<file path="config.mk">
export PLATFORM = sky130hd
export DESIGN_NAME = id_ex_stage
export DESIGN_NICKNAME = d
export VERILOG_FILES = /design/src/rtl/riscv_pkg.sv /design/src/rtl/hazard_detect_unit.sv /design/src/rtl/id_ex_stage.sv
export SDC_FILE = /design/constraint.sdc
export NUM_CORES = 1
export LEC_CHECK = 0
export ABC_AREA = 1
export BUFFER_PORTS_ARGS = -buffer_cell sky130_fd_sc_hd__buf_4
export CORE_AREA = 10 10 271 273
export DETAILED_ROUTE_END_ITERATION = 6
export DIE_AREA = 0 0 281 283
export GPL_TIMING_DRIVEN = 0
export PLACE_DENSITY = 0.48
export SLEW_MARGIN = 25
export SYNTH_ARGS = -nofsm -noshare
export SYNTH_HDL_FRONTEND = slang
export SYNTH_SLANG_ARGS = --single-unit
</file>
<file path="constraint.sdc">
create_clock -name Clk -period 4.4 [get_ports Clk]
set_input_delay 0 -clock Clk [delete_from_list [all_inputs] [get_ports Clk]]
set_output_delay 0 -clock Clk [all_outputs]
set_load 0.1 [all_outputs]
</file>
<file path="src/rtl/riscv_pkg.sv">
// ---------------------------------------------------------------------------
// riscv_pkg
//   Shared constants for the ID/EX stage slice: RV opcode values, the bit
//   layout of the 8-bit decoded control word and the bubble encoding.
//   Also holds the operand-usage helpers. The hazard unit uses them to decide
//   whether an instruction actually reads rs1/rs2.
// ---------------------------------------------------------------------------
package riscv_pkg;

    // Control word layout: {RegWrite,MemtoReg,Branch,MemRead,MemWrite,ALUSrc,ALUOp[1:0]}
    localparam int CTRL_W        = 8;
    localparam int CTRL_REGWRITE = 7;
    localparam int CTRL_MEMTOREG = 6;
    localparam int CTRL_BRANCH   = 5;
    localparam int CTRL_MEMREAD  = 4;
    localparam int CTRL_MEMWRITE = 3;
    localparam int CTRL_ALUSRC   = 2;
    localparam int CTRL_ALUOP_HI = 1;
    localparam int CTRL_ALUOP_LO = 0;

    // All-zero control is a NOP: no register write and no memory access.
    localparam logic [CTRL_W-1:0] BUBBLE = 8'h00;

    localparam logic [6:0] OP_LUI    = 7'b0110111;
    localparam logic [6:0] OP_AUIPC  = 7'b0010111;
    localparam logic [6:0] OP_JAL    = 7'b1101111;
    localparam logic [6:0] OP_RTYPE  = 7'b0110011;
    localparam logic [6:0] OP_STORE  = 7'b0100011;
    localparam logic [6:0] OP_BRANCH = 7'b1100011;

    // Only LUI, AUIPC and JAL have no rs1. In those formats the rs1 field
    // holds immediate bits, so it must not be compared against anything.
    function automatic logic uses_rs1(input logic [6:0] opcode);
        return !((opcode == OP_LUI) || (opcode == OP_AUIPC) || (opcode == OP_JAL));
    endfunction

    // rs2 is a real register only in the R, S and B formats.
    function automatic logic uses_rs2(input logic [6:0] opcode);
        return (opcode == OP_RTYPE) || (opcode == OP_STORE) || (opcode == OP_BRANCH);
    endfunction

endpackage

</file>
<file path="src/rtl/hazard_detect_unit.sv">
// ---------------------------------------------------------------------------
// hazard_detect_unit
//   Combinational load-use detector. It flags a hazard when the instruction
//   now in ID/EX is a load with a non-zero destination, and the instruction
//   in ID really reads that register.
//   Ports:
//     Opcode       in  7  opcode of the instruction in ID
//     Rs1, Rs2     in  5  source register fields of the instruction in ID
//     IDEX_MemRead in  1  MemRead bit of the registered ID/EX control
//     IDEX_RD      in  5  registered ID/EX destination register
//     Hazard       out 1  load-use hazard; the caller applies flush priority
// ---------------------------------------------------------------------------
module hazard_detect_unit
    import riscv_pkg::*;
(
    input  logic [6:0] Opcode,
    input  logic [4:0] Rs1,
    input  logic [4:0] Rs2,
    input  logic       IDEX_MemRead,
    input  logic [4:0] IDEX_RD,
    output logic       Hazard
);

    logic use_rs1;
    logic use_rs2;
    logic rs1_match;
    logic rs2_match;

    assign use_rs1   = uses_rs1(Opcode);
    assign use_rs2   = uses_rs2(Opcode);
    assign rs1_match = use_rs1 && (Rs1 == IDEX_RD);
    assign rs2_match = use_rs2 && (Rs2 == IDEX_RD);

    // A load into x0 never produces a value, so it cannot cause a hazard.
    assign Hazard = IDEX_MemRead && (IDEX_RD != 5'd0) && (rs1_match || rs2_match);

endmodule

</file>
<file path="src/rtl/id_ex_stage.sv">
// ---------------------------------------------------------------------------
// id_ex_stage
//   ID/EX pipeline register. It holds the load-use stall logic, squashes on a
//   taken branch and bypasses the WB result into the operands. It also keeps
//   saturating stall and flush counters.
//   Ports:
//     Clk, Reset                 clock; synchronous active-high reset
//     IFID_PC/IFID_Instr         PC and instruction in ID
//     ReadData1/ReadData2/Imm    register-file read data and immediate
//     Ctrl                       decoded control {RegWrite..ALUOp}
//     WB_RegWrite/WB_RD/WB_Data  write-back port, used for the bypass
//     BranchTaken                squashes the instruction in ID
//     PCWrite/IFIDWrite          upstream hold enables (0 = stall)
//     IDEX_*                     registered outputs to the EX stage
//     StallCount/FlushCount      saturating performance counters
// ---------------------------------------------------------------------------
module id_ex_stage
    import riscv_pkg::*;
#(
    parameter int XLEN = 64,
    parameter int CNTW = 32
) (
    input  logic              Clk,
    input  logic              Reset,
    input  logic [XLEN-1:0]   IFID_PC,
    input  logic [31:0]       IFID_Instr,
    input  logic [XLEN-1:0]   ReadData1,
    input  logic [XLEN-1:0]   ReadData2,
    input  logic [XLEN-1:0]   Imm,
    input  logic [CTRL_W-1:0] Ctrl,
    input  logic              WB_RegWrite,
    input  logic [4:0]        WB_RD,
    input  logic [XLEN-1:0]   WB_Data,
    input  logic              BranchTaken,
    output logic              PCWrite,
    output logic              IFIDWrite,
    output logic [XLEN-1:0]   IDEX_PC,
    output logic [XLEN-1:0]   IDEX_A,
    output logic [XLEN-1:0]   IDEX_B,
    output logic [XLEN-1:0]   IDEX_Imm,
    output logic [4:0]        IDEX_RS1,
    output logic [4:0]        IDEX_RS2,
    output logic [4:0]        IDEX_RD,
    output logic [3:0]        IDEX_Funct,
    output logic [CTRL_W-1:0] IDEX_Ctrl,
    output logic [CNTW-1:0]   StallCount,
    output logic [CNTW-1:0]   FlushCount
);

    // ---------------- instruction field split ----------------
    logic [6:0] opcode;
    logic [4:0] rs_idx [2];
    logic [4:0] rd_idx;
    logic [3:0] funct;
    logic       unused_instr_bits;

    assign opcode    = IFID_Instr[6:0];
    assign rs_idx[0] = IFID_Instr[19:15];
    assign rs_idx[1] = IFID_Instr[24:20];
    assign rd_idx    = IFID_Instr[11:7];
    assign funct     = {IFID_Instr[30], IFID_Instr[14:12]};
    // funct7 bits other than bit 30 are not forwarded to EX.
    assign unused_instr_bits = ^{IFID_Instr[31], IFID_Instr[29:25]};

    // ---------------- state ----------------
    logic [XLEN-1:0]   pc_reg;
    logic [XLEN-1:0]   op_reg [2];
    logic [XLEN-1:0]   imm_reg;
    logic [4:0]        rs1_reg;
    logic [4:0]        rs2_reg;
    logic [4:0]        rd_reg;
    logic [3:0]        funct_reg;
    logic [CTRL_W-1:0] ctrl_reg;
    logic [CNTW-1:0]   stall_cnt_reg;
    logic [CNTW-1:0]   flush_cnt_reg;

    logic [XLEN-1:0]   op_next [2];
    logic [CTRL_W-1:0] ctrl_next;
    logic [CNTW-1:0]   stall_cnt_next;
    logic [CNTW-1:0]   flush_cnt_next;

    // ---------------- hazard / flush ----------------
    logic hazard;
    logic stall;
    logic flush;

    hazard_detect_unit u_hazard_detect_unit (
        .Opcode       (opcode),
        .Rs1          (rs_idx[0]),
        .Rs2          (rs_idx[1]),
        .IDEX_MemRead (ctrl_reg[CTRL_MEMREAD]),
        .IDEX_RD      (rd_reg),
        .Hazard       (hazard)
    );

    // A taken branch discards the instruction in ID anyway, so stalling it
    // would only waste a cycle. During reset the front end must keep running.
    assign stall = hazard && !BranchTaken && !Reset;
    assign flush = BranchTaken && !Reset;

    assign PCWrite   = !stall;
    assign IFIDWrite = !stall;

    // ---------------- WB -> ID bypass ----------------
    // The register file writes on the clock edge but reads combinationally.
    // The value retiring in WB this cycle is therefore not visible on
    // ReadData yet, so take it from the WB port instead.
    logic [XLEN-1:0] rf_data [2];
    assign rf_data[0] = ReadData1;
    assign rf_data[1] = ReadData2;

    generate
        for (genvar gi = 0; gi < 2; gi++) begin : g_bypass
            logic wb_hit;
            assign wb_hit      = WB_RegWrite && (WB_RD != 5'd0) && (WB_RD == rs_idx[gi]);
            assign op_next[gi] = wb_hit ? WB_Data : rf_data[gi];
        end
    endgenerate

    // ---------------- control and counters ----------------
    always_comb begin
        ctrl_next      = Ctrl;
        stall_cnt_next = stall_cnt_reg;
        flush_cnt_next = flush_cnt_reg;
        if (stall || BranchTaken) begin
            ctrl_next = BUBBLE;
        end
        if (stall && (stall_cnt_reg != {CNTW{1'b1}})) begin
            stall_cnt_next = stall_cnt_reg + 1'b1;
        end
        if (flush && (flush_cnt_reg != {CNTW{1'b1}})) begin
            flush_cnt_next = flush_cnt_reg + 1'b1;
        end
    end

    // ---------------- pipeline register ----------------
    // The data fields load every cycle, including stall cycles. Only the
    // control word is bubbled, so the held instruction is re-captured later.
    always_ff @(posedge Clk) begin
        if (Reset) begin
            pc_reg        <= '0;
            op_reg[0]     <= '0;
            op_reg[1]     <= '0;
            imm_reg       <= '0;
            rs1_reg       <= '0;
            rs2_reg       <= '0;
            rd_reg        <= '0;
            funct_reg     <= '0;
            ctrl_reg      <= BUBBLE;
            stall_cnt_reg <= '0;
            flush_cnt_reg <= '0;
        end else begin
            pc_reg        <= IFID_PC;
            op_reg[0]     <= op_next[0];
            op_reg[1]     <= op_next[1];
            imm_reg       <= Imm;
            rs1_reg       <= rs_idx[0];
            rs2_reg       <= rs_idx[1];
            rd_reg        <= rd_idx;
            funct_reg     <= funct;
            ctrl_reg      <= ctrl_next;
            stall_cnt_reg <= stall_cnt_next;
            flush_cnt_reg <= flush_cnt_next;
        end
    end

    assign IDEX_PC    = pc_reg;
    assign IDEX_A     = op_reg[0];
    assign IDEX_B     = op_reg[1];
    assign IDEX_Imm   = imm_reg;
    assign IDEX_RS1   = rs1_reg;
    assign IDEX_RS2   = rs2_reg;
    assign IDEX_RD    = rd_reg;
    assign IDEX_Funct = funct_reg;
    assign IDEX_Ctrl  = ctrl_reg;
    assign StallCount = stall_cnt_reg;
    assign FlushCount = flush_cnt_reg;

endmodule

</file>
==> After elaboration in Yosys (flattened, before gate mapping) <==
Memory sizes are Yosys's and may differ from the RTL's.
Index checks and enable logic that the tools add are counted.
{ "totals": {"reg_bits": 219, "ram_bits": 128, "in_bits": 369, "out_inout_bits": 349, "wordCells": 58, "mem_count": 1} }
{ "classes": {"addsub": 2, "eq_ne": 12, "mux": 7, "bitwise": 2, "reduce_logical": 25} }
{ "mem_list": {"columns": ["memory", "depth", "width", "rd", "rd_ports_with_merged_regs", "wr", "line_no", "source"], "rows": [
  ["op_reg", 2, 64, 2, 0, 2, "id_ex_stage.sv:67", "logic [XLEN-1:0] op_reg [2];"]
]} }
{ "ops": {"columns": ["cell", "count"], "rows": [
  ["$mux W64", 4],
  ["$add A32 B1 Y32 const B", 2],
  ["$ne A32 B32 Y1 const B", 2],
  ["$eq A7 B6 Y1 const B", 3],
  ["$eq A5 B5 Y1", 4],
  ["$eq A7 B7 Y1 const B", 2],
  ["$logic_and A1 B1 Y1", 12],
  ["$reduce_bool A5 Y1", 2],
  ["$eq A7 B5 Y1 const B", 1],
  ["$logic_or A1 B1 Y1", 6],
  ["$logic_not A1 Y1", 4],
  ["$mux W1", 3],
  ["$or A1 B1 Y1", 2],
  ["$reduce_or A2 Y1", 1]
]} }

==> Depth between registers and ports, before layout <==
{ "logic_depth": {"depth_word": 11, "ltp_mapped": 13, "mapped_depth_nobuf": 12} }

==> Hierarchy <==
From an unflattened synthesis, not the netlist that was laid out.
{ "hier_totals": {"cells_unflattened": 1981, "area_unflattened_um2": 14187.4} }
{ "by_module_without_submodules": {"columns": ["mod", "n_inst", "cells_per_inst", "area_each_um2", "seq_area_each_um2"], "rows": [
  ["id_ex_stage", 1, 1920, 13927.1, 6946.7],
  ["hazard_detect_unit", 1, 61, 260.2, 0.0]
]} }

==> Worst setup path after synthesis <==
OpenSTA, ideal clock, no wires.
{ "synth_timing": {"path_type": "reg2reg", "start": "reg rd_reg[0] (netlist: IDEX_RD[0])", "end": "reg ctrl_reg[0] (netlist: IDEX_Ctrl[0])", "setup_ns": 0.127, "arrival_ns": 2.643, "required_ns": 4.273, "path_slack_ns": 1.630, "stages_incl_launch_ff": 9, "synth_period_minus_slack_ns": 2.770, "cell_sequence": "dfxtp_1 > xnor2_1 > nand2_1 > nor2_1 > nand2_1 > nand2_1 > nand2_1 > nand3_1 > nor2_1"} }
{ "synth_between": {"elab_chain_cells": 8, "word_cells_on_any_way": 12, "cone_classes": "eq/ne: 2; reduce/logical: 10"} }
{ "synth_lines": {"columns": ["element", "line_no", "source"], "rows": [
  ["start, declared", "id_ex_stage.sv:71", "logic [4:0] rd_reg;"],
  ["start signal, assigned", "id_ex_stage.sv:159", "rd_reg <= rd_idx;"],
  ["$eq A5 B5 Y1, on equally long branches", "hazard_detect_unit.sv:31, hazard_detect_unit.sv:32", null],
  ["$logic_and A1 B1 Y1, on equally long branches", "hazard_detect_unit.sv:31, hazard_detect_unit.sv:32", null],
  ["$logic_or A1 B1 Y1", "hazard_detect_unit.sv:35", "assign Hazard = IDEX_MemRead && (IDEX_RD != 5'd0) && (rs1_match || rs2_match);"],
  ["$logic_and A1 B1 Y1 *", "hazard_detect_unit.sv:35", null],
  ["$logic_and A1 B1 Y1 * (2 in series)", "id_ex_stage.sv:98", "assign stall = hazard && !BranchTaken && !Reset;"],
  ["$logic_or A1 B1 Y1 *", "id_ex_stage.sv:125", "if (stall || BranchTaken) begin"],
  ["$reduce_or A2 Y1 (no line) *", null, null],
  ["end signal, assigned", "id_ex_stage.sv:161", "ctrl_reg <= ctrl_next;"],
  ["end, declared", "id_ex_stage.sv:73", "logic [CTRL_W-1:0] ctrl_reg;"]
]} }
Every way passes the cells marked *; elsewhere a longest branch is shown, timed or not.
A chain may end at the register's enable or synchronous reset.

==> impl_metrics.yaml <==
outcome:
  status: "finished, final reports clean"
critical_path:
  crit_path_end_kind: "flop"
  crit_family: "buffers and inverters"
  cp.arrival_ns: 3.16
  startpoint_type: "primary input"
  path_max_fanout: 10
  crit_buf_inv: 5
  path_cells: "dlygate4sd3_1, buf_4, xnor2_1, nand2_1, nor3_1, nand2_1, buf_2, clkbuf_1, o21ai_0, nor2_1, dlygate4sd3_1"
  critPathKind: "primary input to flop"
  slowest_stage: "o21ai_0"
  slowest_delay_ns: 0.68
  required_ns: 4.86
clock_network:
  cts_max_level: 2
  clkLatencyLatePin_ns: 0.57
  path_clk_slew_ns: 0.06
  clock-root-buffer: "clkbuf_16"
  cts_buffers: 44
  post_cts.repair.setup_buffers: 0
  cts_sinks: 347
  cts.path.max_buffers: 3
  cts_tree: "built"
timing:
  finalWorstSetupSlack_ns: 1.695
  fin_worst_skew_ns: 0.01788
  tightest_slew_ns: 0.8853
  setup_viol: 0
  period_minus_slack_ns: 2.705
  relSlewSlack_pct: 40.36
  final.setup.tns_ns: 0
  drv_slew: 0
  post-route-period-util_pct: 61.47
  rsz0062_at_grt: "no"
  fmax_ghz: 0.3697
  final-hold-violation-count: 0
placed_design:
  dp_slack_ns: 1.944
  gp_congestion: 0.9062
  place_inst: 3384
  numPortBuffers: 710
  dp_hpwl_um: 59020
final_layout:
  largest_reg_flops: 128
  fin_nets: 3329
  syn_to_final_growth_pct: 90.57
  drive_gt1_share_pct: 27.88
  layoutNonFillerInstCount: 3891
  final_util_pct: 37.13
  nFillCells: 7018
global_routing:
  grt_overflow_total: 0
  grt_max_degree: 13
  grt_pass1_wl_um: 108700
  grt_pass1_vias: 16400
  antenna_found_initial: 27
  track_usage_pct: 18.14
logic_synthesis:
  yosysSeqAreaShare_pct: 52.35
  ys_types: 31
  ys_warn_count: 0
  netlist_area_um2: 13270
  synth_fp_nets: 2163
  syn_area_per_cell_um2: 7.405
  ys_ff_latch: 347
  syn_inst: 1792
flow_run:
  drv_cap: 0
power:
  powerDensity_nw_per_um2: 365.7
  ir_drop_v: 0.0002864
  leakage_nw: 11.96
route:
  drtPass1Iterations: 6
  first_iter_violations: 679
  num_vias: 15730
  drtAntennaViolNets: 0
  drc: 0
  via_per_inst: 4.043
  avgRoutedWirePerCell_um: 19.25
  totalWireLength_um: 74890
floorplanning:
  core_area_um2: 68110
  fp.dieW_um: 281
  initial_core_util_pct: 19.48
  die_y_um: 283
  fp.dieArea_um2: 79520
  num_rows: 96
  pin_count: 718
min_path:
  worstHoldPathType: "primary input to flop"
## path summary, 6_finish.rpt
check	slack, ns	start	to	depth (start not counted)
worst max-delay path	1.70	IFID_Instr[15]	op_reg[0][57]	11
worst min-delay path	0.03	BranchTaken	FlushCount[16]	5
worst max register to register	1.95	StallCount[0]	StallCount[26]	9
worst min register to register	0.51	FlushCount[7]	FlushCount[7]	2
## placed cells by master, fill, tap and decap left out, types with 5 or more instances in the layout
cell | netlist | routed
a21oi_1 | 39 | 39
a21oi_2 | 12 | 12
buf_1 | 7 | 7
buf_2 | 9 | 9
buf_4 | 6 | 716
clkbuf_1 | 56 | 70
clkbuf_16 | 0 | 45
clkbuf_8 | 0 | 5
clkinv_2 | 0 | 6
dfxtp_1 | 347 | 347
diode_2 | 0 | 18
dlygate4sd3_1 | 0 | 410
inv_1 | 208 | 208
inv_2 | 5 | 5
nand2_1 | 269 | 269
nand2_2 | 10 | 10
nand3_1 | 22 | 22
nand3b_1 | 18 | 18
nand4_1 | 39 | 39
nor2_1 | 527 | 527
nor3_1 | 14 | 14
o21ai_0 | 138 | 138
xnor2_1 | 15 | 15
xor2_1 | 28 | 28
## cell usage after synthesis
cell type	number	area share, %
nand3_1	22	0.83
nor2_2	4	0.19
buf_4	6	0.34
nand3b_1	18	1.0
xor2_1	28	1.8
buf_6	4	0.34
or2_2	1	0.047
nand3_4	1	0.13
nor2_1	527	15
clkbuf_1	56	1.6
nand3_2	3	0.23
inv_2	5	0.14
nor3_1	14	0.53
buf_2	9	0.34
nor3b_1	1	0.057
nand4_1	39	1.8
nand2_2	10	0.47
and3_1	1	0.047
nor2_4	1	0.085
nand2_1	269	7.6
inv_1	208	5.9
xnor2_1	15	0.99
a21oi_2	12	0.79
a21oi_1	39	1.5
nor3_2	2	0.15
o21ai_0	138	5.2
ha_1	2	0.19
buf_1	7	0.20
o21bai_1	2	0.11
dfxtp_1	347	52
nand2_4	1	0.085
## metrics by stage
stage | hold WS [ns] | cell area (um^2) | power [mW]
after floorplan | 0.1070 | 13270 | 4.686
after global placement | 0.1998 | 19700 | 5.335
after detailed placement | 0.2064 | 19710 | 5.339
after CTS | 0.01016 | 25240 | 9.356
after global routing | 0.02578 | 25280 | 9.585
final | 0.02534 | 25290 | 9.247
## per-layer routing
metal / GRT usage [%] / up-vias / part of all wire (%)
li1: - / 7846 / -
met1: 19.58 / 7184 / 38
met2: 31.95 / 582 / 49
met3: 6.067 / 112 / 8.9
met4: 7.434 / 6 / 3.7
met5: 0 / - / 0.031
## cell type report
type / instances / area (um^2) / share of cell area, %
repair buffers: 1120 / 9434 / 37.30
inverters: 213 / 799.5 / 3.161
plain buffers: 82 / 372.9 / 1.474
well taps: 882 / 1104 / 4.364
clock buffers: 65 / 1251 / 4.948
flip-flops and latches: 347 / 6947 / 27.47
clock inverters: 14 / 183.9 / 0.7273
diodes: 18 / 45.04 / 0.1781
multi-input cells: 1150 / 5152 / 20.37
## worst min-delay path: stages
cell	delay, ns
buf_4	0.11
inv_1	0.11
nor2_1	0.13
nand3_1	0.12
a21oi_1	0.06
## where the power goes
part | total, mW | leakage [nW] | internal (mW) | switching, mW
clock network | 3.66 | 0.702 | 2.20 | 1.46
logic | 2.25 | 8.39 | 0.727 | 1.52
registers | 3.34 | 2.87 | 3.29 | 0.0501
## cell families after synthesis
| group | synth area share, % |
|---|---|
| and+or+nand+nor | 28.22 |
| adders and majority gates | 0.1885 |
| AOI/OAI and AO/OA | 7.581 |
| buffers and inverters | 8.825 |
| DFF | 52.35 |
| xor gates and xnor gates | 2.838 |
## what timing repair did
action	in CTS	in global routing
gates resized for setup	0	0
endpoints found under the hold margin	283	0
hold buffers	410	0
Note: power is estimated with default switching activity, not from simulation.
